==> src/rtl/lsu_pkg.sv <==
// Shared definitions for the load/store unit: MemOP codes, FSM state
// encoding and the width of the response timeout counter.
package lsu_pkg;

    // MemOP codes follow the RISC-V funct3 field of loads and stores
    localparam logic [2:0] MEM_B  = 3'b000;
    localparam logic [2:0] MEM_H  = 3'b001;
    localparam logic [2:0] MEM_W  = 3'b010;
    localparam logic [2:0] MEM_BU = 3'b100;
    localparam logic [2:0] MEM_HU = 3'b101;

    // FSM state encoding
    localparam logic [1:0] ST_IDLE = 2'd0;
    localparam logic [1:0] ST_REQ  = 2'd1;
    localparam logic [1:0] ST_WAIT = 2'd2;
    localparam logic [1:0] ST_RESP = 2'd3;

    // Timeout counter width; TIMEOUT must fit (1..255)
    localparam int CNT_W = 8;

    // Stores only know B/H/W; loads additionally accept the unsigned forms
    function automatic logic op_legal(input logic [2:0] op, input logic wen);
        logic ok;
        ok = 1'b0;
        case (op)
            MEM_B, MEM_H, MEM_W: ok = 1'b1;
            MEM_BU, MEM_HU:      ok = ~wen;
            default:             ok = 1'b0;
        endcase
        return ok;
    endfunction

endpackage

==> src/rtl/lsu_align.sv <==
// Combinational lane logic: store byte-strobe and data replication, load
// byte/halfword extraction with sign or zero extension, and detection of
// misaligned or illegal operations.
module lsu_align
    import lsu_pkg::*;
(
    input  logic [2:0]  op_i,
    input  logic        wen_i,
    input  logic [1:0]  off_i,
    input  logic [31:0] wdata_i,
    input  logic [31:0] rdata_i,
    output logic [3:0]  wmask_o,
    output logic [31:0] wdata_o,
    output logic [31:0] rdata_o,
    output logic        fault_o
);

    logic [7:0]  rd_byte;
    logic [15:0] rd_half;
    logic        misalign;

    // Store side: strobes shifted to the addressed lane, data replicated so
    // the selected lane always carries the right-aligned source bits
    always_comb begin
        wmask_o = 4'b0000;
        wdata_o = wdata_i;
        case (op_i)
            MEM_B: begin
                wmask_o = 4'b0001 << off_i;
                wdata_o = {4{wdata_i[7:0]}};
            end
            MEM_H: begin
                wmask_o = 4'b0011 << off_i;
                wdata_o = {2{wdata_i[15:0]}};
            end
            MEM_W: begin
                wmask_o = 4'b1111;
                wdata_o = wdata_i;
            end
            default: begin
                wmask_o = 4'b0000;
                wdata_o = wdata_i;
            end
        endcase
    end

    // Load side: pick the addressed byte/halfword and extend it
    always_comb begin
        case (off_i)
            2'd0:    rd_byte = rdata_i[7:0];
            2'd1:    rd_byte = rdata_i[15:8];
            2'd2:    rd_byte = rdata_i[23:16];
            default: rd_byte = rdata_i[31:24];
        endcase
        rd_half = off_i[1] ? rdata_i[31:16] : rdata_i[15:0];
        case (op_i)
            MEM_B:   rdata_o = {{24{rd_byte[7]}}, rd_byte};
            MEM_BU:  rdata_o = {24'h000000, rd_byte};
            MEM_H:   rdata_o = {{16{rd_half[15]}}, rd_half};
            MEM_HU:  rdata_o = {16'h0000, rd_half};
            MEM_W:   rdata_o = rdata_i;
            default: rdata_o = 32'h0000_0000;
        endcase
    end

    // Requests that must be answered with an error and never reach memory
    always_comb begin
        misalign = 1'b0;
        if ((op_i == MEM_H) || (op_i == MEM_HU)) begin
            misalign = off_i[0];
        end else if (op_i == MEM_W) begin
            misalign = (off_i != 2'b00);
        end
        fault_o = ~op_legal(op_i, wen_i) | misalign;
    end

endmodule

==> src/rtl/lsu.sv <==
// Multi-cycle load/store unit between the core ALU stage and a valid/ready
// memory port. One request in flight; the core stalls while req_ready is low.
module lsu
    import lsu_pkg::*;
#(
    parameter int TIMEOUT = 255
) (
    input  logic        clk,
    input  logic        rst,
    input  logic        req_valid,
    output logic        req_ready,
    input  logic        req_wen,
    input  logic [2:0]  req_op,
    input  logic [31:0] req_addr,
    input  logic [31:0] req_wdata,
    output logic        resp_valid,
    output logic [31:0] resp_rdata,
    output logic        resp_err,
    output logic        mem_req_valid,
    input  logic        mem_req_ready,
    output logic [31:0] mem_addr,
    output logic        mem_wen,
    output logic [31:0] mem_wdata,
    output logic [3:0]  mem_wmask,
    input  logic        mem_resp_valid,
    input  logic [31:0] mem_rdata,
    input  logic        mem_resp_err
);

    localparam logic [CNT_W-1:0] TO_LIMIT = CNT_W'(TIMEOUT);

    logic [1:0]       state_q, state_d;
    logic [CNT_W-1:0] cnt_q, cnt_d;
    logic [31:0]      addr_q;
    logic [2:0]       op_q;
    logic             wen_q;
    logic [3:0]       wmask_q;
    logic [31:0]      wdata_q;
    logic             resp_valid_q, resp_valid_d;
    logic             resp_err_q, resp_err_d;
    logic [31:0]      resp_rdata_q, resp_rdata_d;

    logic             idle;
    logic             accept;
    logic [2:0]       a_op;
    logic             a_wen;
    logic [1:0]       a_off;
    logic [3:0]       a_wmask;
    logic [31:0]      a_wdata;
    logic [31:0]      a_rdata;
    logic             a_fault;

    assign idle   = (state_q == ST_IDLE);
    assign accept = idle & req_valid;

    // While idle the lane logic checks the incoming request; afterwards it
    // extracts load data using the latched op and offset
    assign a_op  = idle ? req_op         : op_q;
    assign a_wen = idle ? req_wen        : wen_q;
    assign a_off = idle ? req_addr[1:0]  : addr_q[1:0];

    lsu_align u_align (
        .op_i    (a_op),
        .wen_i   (a_wen),
        .off_i   (a_off),
        .wdata_i (req_wdata),
        .rdata_i (mem_rdata),
        .wmask_o (a_wmask),
        .wdata_o (a_wdata),
        .rdata_o (a_rdata),
        .fault_o (a_fault)
    );

    // Next state, timeout counter and response word
    always_comb begin
        state_d      = state_q;
        cnt_d        = cnt_q;
        resp_valid_d = 1'b0;
        resp_err_d   = 1'b0;
        resp_rdata_d = 32'h0000_0000;
        case (state_q)
            ST_IDLE: begin
                if (req_valid) begin
                    if (a_fault) begin
                        state_d      = ST_RESP;
                        resp_valid_d = 1'b1;
                        resp_err_d   = 1'b1;
                    end else begin
                        state_d = ST_REQ;
                    end
                end
            end
            ST_REQ: begin
                if (mem_req_ready) begin
                    state_d = ST_WAIT;
                    cnt_d   = '0;
                end
            end
            ST_WAIT: begin
                cnt_d = cnt_q + 1'b1;
                if (mem_resp_valid) begin
                    state_d      = ST_RESP;
                    resp_valid_d = 1'b1;
                    resp_err_d   = mem_resp_err;
                    resp_rdata_d = (mem_resp_err | wen_q) ? 32'h0000_0000 : a_rdata;
                end else if (cnt_q == TO_LIMIT) begin
                    state_d      = ST_RESP;
                    resp_valid_d = 1'b1;
                    resp_err_d   = 1'b1;
                end
            end
            default: begin
                state_d = ST_IDLE;
            end
        endcase
    end

    // Control state: FSM and timeout counter
    always_ff @(posedge clk or negedge rst) begin
        if (!rst) begin
            state_q <= ST_IDLE;
            cnt_q   <= '0;
        end else begin
            state_q <= state_d;
            cnt_q   <= cnt_d;
        end
    end

    // Latched request and memory-side fields, held stable through REQ
    always_ff @(posedge clk or negedge rst) begin
        if (!rst) begin
            addr_q  <= 32'h0000_0000;
            op_q    <= MEM_B;
            wen_q   <= 1'b0;
            wmask_q <= 4'b0000;
            wdata_q <= 32'h0000_0000;
        end else if (accept) begin
            addr_q  <= req_addr;
            op_q    <= req_op;
            wen_q   <= req_wen;
            wmask_q <= req_wen ? a_wmask : 4'b0000;
            wdata_q <= req_wen ? a_wdata : 32'h0000_0000;
        end
    end

    // Registered response: a single-cycle pulse while in RESP
    always_ff @(posedge clk or negedge rst) begin
        if (!rst) begin
            resp_valid_q <= 1'b0;
            resp_err_q   <= 1'b0;
            resp_rdata_q <= 32'h0000_0000;
        end else begin
            resp_valid_q <= resp_valid_d;
            resp_err_q   <= resp_err_d;
            resp_rdata_q <= resp_rdata_d;
        end
    end

    assign req_ready     = idle;
    assign resp_valid    = resp_valid_q;
    assign resp_err      = resp_err_q;
    assign resp_rdata    = resp_rdata_q;
    assign mem_req_valid = (state_q == ST_REQ);
    assign mem_addr      = {addr_q[31:2], 2'b00};
    assign mem_wen       = wen_q;
    assign mem_wmask     = wmask_q;
    assign mem_wdata     = wdata_q;

endmodule
==> config.mk <==
export PLATFORM = sky130hd
export DESIGN_NAME = lsu
export DESIGN_NICKNAME = d
export VERILOG_FILES = /design/src/rtl/lsu_pkg.sv /design/src/rtl/lsu_align.sv /design/src/rtl/lsu.sv
export SDC_FILE = /design/constraint.sdc
export NUM_CORES = 1
export LEC_CHECK = 0
export CORE_UTILIZATION = 52
export CTS_BUF_LIST = sky130_fd_sc_hd__clkbuf_4
export DETAILED_ROUTE_END_ITERATION = 8
export DONT_BUFFER_PORTS = 1
export MAX_ROUTING_LAYER = met4
export PLACE_DENSITY = 0.74
export SETUP_SLACK_MARGIN = 0.02
export SLEW_MARGIN = 20
export SYNTH_ARGS = -nofsm -noshare
export SYNTH_HDL_FRONTEND = slang
export SYNTH_HIERARCHICAL = 1
export SYNTH_SLANG_ARGS = --single-unit
==> constraint.sdc <==
create_clock -name clk -period 2.95 [get_ports clk]
set_input_delay 0.1475 -clock clk [delete_from_list [all_inputs] [get_ports clk]]
set_output_delay 0.1475 -clock clk [all_outputs]
set_load 0.005 [all_outputs]
After elaboration in Yosys (flattened, before gate mapping):

Index checks and enable logic that the tools add are counted.

* bits in registers: 116
* input port bits: 106
* output and inout bits: 105
* logic and storage cells: 71

* add/subtract/negate cells: 1
* equality and inequality tests: 12
* shift-type cells: 2
* multiplexer cells: 31
* bitwise logic cells: 5
* reductions and logical operators: 10

Operators with widths (number)
* $pmux W32 S5: 1
* $mux W32: 4
* $pmux W32 S2: 1
* $pmux W8 S3: 1
* $mux W16: 1
* $pmux W8 S2: 1
* $mux W2: 6
* $pmux W4 S3: 1
* $add A8 B1 Y8 const B: 1
* $eq A8 B8 Y1 const B: 1
* $mux W1: 8
* $mux W8: 1
* $eq A3 B3 Y1 const B: 2
* $pmux W1 S2: 3
* $pmux W2 S3: 1
* $eq A2 B1 Y1 const B: 2
* $eq A2 B2 Y1 const B: 2
* $logic_not A2 Y1: 2
* $mux W4: 1
* $reduce_bool A2 Y1: 2
* $shl A1 B2 Y4 const A: 1
* $shl A2 B2 Y4 const A: 1
* $eq A3 B1 Y1 const B: 1
* $eq A3 B2 Y1 const B: 1
* 13 further kinds: 15

Depth between registers and ports, before layout:

* depth after elaboration: 10
* depth in mapped cells: 11
* depth with buffers taken out: 8

By module:

Netlist, hierarchy kept.

Modules (own cells, without submodules)
* lsu: instances 1, cells an instance 409, area each 4727.0 um2, seq. area each 2902.8 um2
* lsu_align: instances 1, cells an instance 203, area each 1545.2 um2, seq. area each 0.0 um2

Least setup slack after synthesis:

No wires, ideal clock.

* kind: reg-to-reg
* start point: register state_q[0]
* end point: register state_q[1]
* setup time: 0.125 ns
* data arrival time: 2.381 ns
* path slack: 0.444 ns
* cell stages (with the launch flop): 12
* path buffers: 3
* cells stage by stage: dfrtp_1 inv_1 ha_1 buf_2 mux2_2 clkbuf_1 buf_2 a221oi_1 a21oi_1 a21oi_1 nor2_1 mux2_2

* cells in the longest elaborated chain, start to end: 10
* elaborated cells between the ends (all ways): 28
* those cells by class: 9 x eq/ne; 9 x mux; 3 x bitwise; 7 x reduce/logical

RTL lines
* start: declaration: RTL line lsu.sv:32 `logic [1:0] state_q, state_d;`
* start signal: assignment: RTL line lsu.sv:124 `state_q <= state_d;`
* $logic_not A2 Y1 (*): RTL line lsu.sv:53 `assign idle = (state_q == ST_IDLE);`
* via req_ready: RTL line lsu.sv:11 `output logic req_ready,`
* $mux W3 (*): RTL line lsu.sv:58 `assign a_op = idle ? req_op : op_q;`
* via a_op[2]: RTL line lsu.sv:45 `logic [2:0] a_op;`
* $eq A3 B2 Y1 (tied with other cells): RTL line lsu_pkg.sv:25, lsu_align.sv:71
* $reduce_or A3 Y1 or $reduce_or A2 Y1 (tied branches): RTL line lsu_pkg.sv:25 `case (op)`
* $pmux W1 S2: RTL line lsu_pkg.sv:25
* $not A1 Y1: RTL line lsu_align.sv:74 `fault_o = ~op_legal(op_i, wen_i) | misalign;`
* $or A1 B1 Y1 (*): RTL line lsu_align.sv:74
* via a_fault: RTL line lsu.sv:51 `logic a_fault;`
* $mux W2 (*): RTL line lsu.sv:84 `if (a_fault) begin`
* $mux W2 (*): RTL line lsu.sv:83 `if (req_valid) begin`
* $pmux W2 S3 (*): RTL line lsu.sv:81 `case (state_q)`

Mark *: on every way through the listed nets, which the timed path passes. The rest lies on a longest branch. The select of a mux whose other input is x is not followed.
A chain may end at the register's enable or synchronous reset.

Final worst setup path:

* start point: register state_q[0]
* end point: register resp_rdata_q[3] (netlist: resp_rdata[3])

* cells in the longest elaborated chain, start to end: 8
* elaborated cells between the ends (all ways): 18
* those cells by class: 7 x eq/ne; 8 x mux; 3 x reduce/logical

RTL lines
* $logic_not A2 Y1 (*): RTL line lsu.sv:53
* $mux W2 (*): RTL line lsu.sv:60 `assign a_off = idle ? req_addr[1:0] : addr_q[1:0];`
* via a_off[1]: RTL line lsu.sv:47 `logic [1:0] a_off;`
* $eq A2 B2 Y1 (tied with other cells): RTL line lsu_align.sv:49 `case (off_i)`
* $pmux W8 S3: RTL line lsu_align.sv:49
* $pmux W32 S5 (*): RTL line lsu_align.sv:56 `case (op_i)`
* via a_rdata[3]: RTL line lsu.sv:50 `logic [31:0] a_rdata;`
* $mux W32 (*): RTL line lsu.sv:105 `resp_rdata_d = (mem_resp_err | wen_q) ? 32'h0000_0000 : a_rdata;`
* $mux W32 (*): RTL line lsu.sv:101 `if (mem_resp_valid) begin`
* $mux W32 (*): RTL line lsu.sv:81
* via resp_rdata_d[3]: RTL line lsu.sv:41 `logic [31:0] resp_rdata_q, resp_rdata_d;`
* end signal: assignment: RTL line lsu.sv:155 `resp_rdata_q <= resp_rdata_d;`
* end: declaration: RTL line lsu.sv:41

Mark *: on every way through the listed nets, which the timed path passes. The rest lies on a longest branch.

==> impl_results.md <==
- Post-route clock period utilization: 0.934
- Data required time of the critical path: 3390 ps
- Clock insertion delay at the later pin of the skew report: 540 ps
- Most frequent cells in the layout: 116 x sky130_fd_sc_hd__dfrtp_1, 95 x sky130_fd_sc_hd__dlygate4sd3_1, 82 x sky130_fd_sc_hd__nand2_1
- Root Driver: sky130_fd_sc_hd__clkbuf_4
- Clock Skews: 21.5 ps
- Net count, final: 770
- Fraction of layout cells with a size suffix above 1: 0.195
- Global-route wire length before repair: 27500 µm
- Count of unresolved DRC violations after routing: 17
- Number of buffers created by CTS: 17
- Core region area: 11600 µm²
- TritonCTS Sinks: 116
- Die area: 12500 µm²
- Buffers and inverters on the worst path: 3
- Effective utilization at floorplan: 0.542
- 1st-pass router iterations: 9
- Layout-stage area growth over the synthesis result: 17.8%
- Final Instance Area: 7390 µm²
- Hold WC Path Type: input port to flop
- Clock transition time at the flip-flop clock pins of the worst setup and hold paths: 120 ps
- Antenna violations before repair: 0
- Pin count of the biggest net entering global routing: 117
- Max capacitance violation total: 0
- Global-route total usage across every layer: 0.294
- Routed length on met2: 8210 µm
- Detailed-routed wire length on met3: 1790 µm
- Commonest non-fill, non-tap cell in the layout: sky130_fd_sc_hd__dfrtp_1
- Metal-1 WL: 6550 µm
- Global-route congestion overflow total: 0
- # diodes: 0
- Syn_area_per_cell: 10.2 µm²
- Cell type with the highest aggregate area in the netlist: sky130_fd_sc_hd__dfrtp_1
- Post-Syn Area: 6270 µm²
- RSZ-0062 raised after global routing: no
- Highest routed layer: met4
- Boundary pin count: 211
- Cell area after placement: 6060 µm²
- Count of state elements after synthesis: 116
- DRC marker count from the first detailed-route iteration: 628
- Critical path capture point type: flop
- Sequential share of the synthesized area: 0.463
- Kind of start point of the critical path: flop
- Worst path cell trace: inv_1, ha_2, mux2_4, buf_4, mux2i_1, dlygate4sd3_1, nor2_1, a221o_1, and2_1
- Dpl hpwl: 10500 µm
- Placer Congestion: 0.992
- Setup tns final: 0 ps
- CP max stage delay: 580 ps
- Measured slew at the worst slew-check pin: 806 ps
- Number of setup violations in the final report: 0
- Maximum fanout encountered on the critical timing path: 16
- Max Transition Viols Final: 0
- Die Width: 112 µm
- Number of rows created at floorplan: 39
- Fill cells: 889
- Peak Freq: 363 MHz
- Result of the run: finished, violations left
- Total leakage power: 0.00325 µW
- TritonCTS clock tree: built
- Count of antenna-violating nets left after detailed routing: 0
- Unique cell type count in the Yosys netlist: 46
- Arrival @ worst endpoint: 3200 ps
- Worst-case register-to-register setup slack: 200 ps
- Violations in the final reports: DRC
- Vias per std cell: 6.07
- Max Buffers Root-to-Sink: 2
- Number of global-route vias before repair: 5084
- Leading cell types by total area after synthesis: sky130_fd_sc_hd__dfrtp_1 46%, sky130_fd_sc_hd__mux2_2 13%, sky130_fd_sc_hd__nand2_1 5.0%, sky130_fd_sc_hd__buf_4 4.9%, sky130_fd_sc_hd__o21ai_0 3.4%
- Total vias in the final route: 4945
- Number of warnings printed during yosys synthesis: 6
- Share of the synthesized area in the top cell type: 0.463
- Crit path time final: 2750 ps
- # port buffers: 0
- Pwr dens: 1010 nW/µm²
- Total Routed Length: 17100 µm
- Average wire length per cell after detail routing: 21.0 µm
- Kind of cell adding the most delay to the critical path: buffers and inverters
- Chip height: 112 µm
- Number of hold violations in the final report: 0
- Synth Instances: 612
- Cell with the biggest individual delay on the critical path: sky130_fd_sc_hd__dlygate4sd3_1
- WS Path Type: flop to flop
- Max-Slew Margin vs Limit: 0.462
- IR drop worst, VDD: 0.446 mV
- H-tree Lvls: 4
[through the flow]
stage | setup WS, ps | util | hold WS [ps] | instances | total power [µW]
floorplan | 444 | - | -148 | 613 | 5410
global placement | 448 | 0.524 | -146 | 686 | 5670
detailed placement | 352 | 0.524 | -146 | 686 | 5810
CTS | 95.4 | 0.638 | 9.41 | 815 | 7330
global route | 64.9 | 0.639 | 18.6 | 815 | 7910
finish | 196 | 0.639 | 24.8 | 815 | 7440
[routing by layer]
metal | vias to the layer above | track usage
met1 | 2342 | 0.357
met3 | 61 | 0.0953
met5 | - | -
met2 | 355 | 0.454
met4 | 0 | 0.117
li1 | 2187 | -
[final timing paths]
check	cells after the start	start	to
setup / recovery	9	state_q[0]$_DFFE_PN0P_	resp_rdata[3]$_DFF_PN0_
max in group asynchronous	2	rst	resp_rdata[29]$_DFF_PN0_
hold / removal	3	mem_req_ready	cnt_q[0]$_DFFE_PN0P_
hold reg to reg	1	op_q[0]$_DFFE_PN0P_	op_q[0]$_DFFE_PN0P_
setup reg to reg	9	state_q[0]$_DFFE_PN0P_	resp_rdata[3]$_DFF_PN0_
min in group asynchronous	2	rst	state_q[0]$_DFFE_PN0P_
[sequential cells by signal, indices dropped and copies added (netlist names)]
name and flops:
mem_wdata 32, resp_err 1, state_q 2, op_q 3, mem_wen 1, addr_q 32, resp_rdata 32, mem_wmask 4
resp_valid 1, cnt_q 8
[cell families (layout without fill, tap and decap cells)]
kind of cell / Yosys count / after routing / share of synthesized area
adders and majority gates: 5 / 5 / 0.00997
and+or+nand+nor: 175 / 175 / 0.132
xor gates and xnor gates: 2 / 2 / 0.00279
other: 1 / 2 / 0.000598
buffers and inverters: 88 / 147 / 0.0830
DFF: 116 / 116 / 0.463
AOI/OAI and AO/OA: 131 / 131 / 0.133
muxes: 94 / 94 / 0.176
[power by group]
part	internal [µW]	total [µW]	leakage [µW]	switching, µW
logic	1620	3570	0.00159	1950
clock network	662	1310	0.000154	651
registers	2120	2560	0.00150	436
[worst register-to-register path, cell delays in order, from the launching register on]
cell and delay, ps:
sky130_fd_sc_hd__dfrtp_1 420, sky130_fd_sc_hd__inv_1 120, sky130_fd_sc_hd__ha_2 270, sky130_fd_sc_hd__mux2_4 420, sky130_fd_sc_hd__buf_4 220, sky130_fd_sc_hd__mux2i_1 180
sky130_fd_sc_hd__dlygate4sd3_1 580, sky130_fd_sc_hd__nor2_1 50, sky130_fd_sc_hd__a221o_1 270, sky130_fd_sc_hd__and2_1 130
[Yosys cell counts (all sizes together)]
cell      n
xnor2     2
o31ai     1
dfrtp   116
ha        5
clkbuf   17
a211oi   16
and3b     1
a22o      3
or3       1
nor2     25
conb      1
a22oi    17
a32o      1
buf      67
o21a      1
nor3b     1
or4       1
nand2b    5
a21o      1
mux2     70
inv       4
a221oi    1
or2       1
nand3     5
nand3b    1
a221o     6
o221ai    2
a32oi     1
a21oi    37
a21boi    1
o21ba     1
and2     32
nor3      5
mux4      6
nand4     1
o21ai    42
mux2i    18
nand2    83
nor2b    13
[cell type report]
cell class / count / area, µm² / share of cell area
inverter: 4 / 15.0 / 0.00203
tap: 143 / 179 / 0.0242
clock inverter: 15 / 188 / 0.0254
timing repair buffer: 111 / 1100 / 0.149
multi-input combinational: 409 / 2870 / 0.389
clock buffer: 17 / 128 / 0.0173
sequential: 116 / 2900 / 0.393
[what timing repair did]
action	CTS	global route
endpoints found under the setup margin	0	6
endpoints found under the hold margin	211	0
hold buffers	97	0
resized for setup	0	3
setup buffers	0	0
No activity file was read; power rests on OpenSTA's default activity.
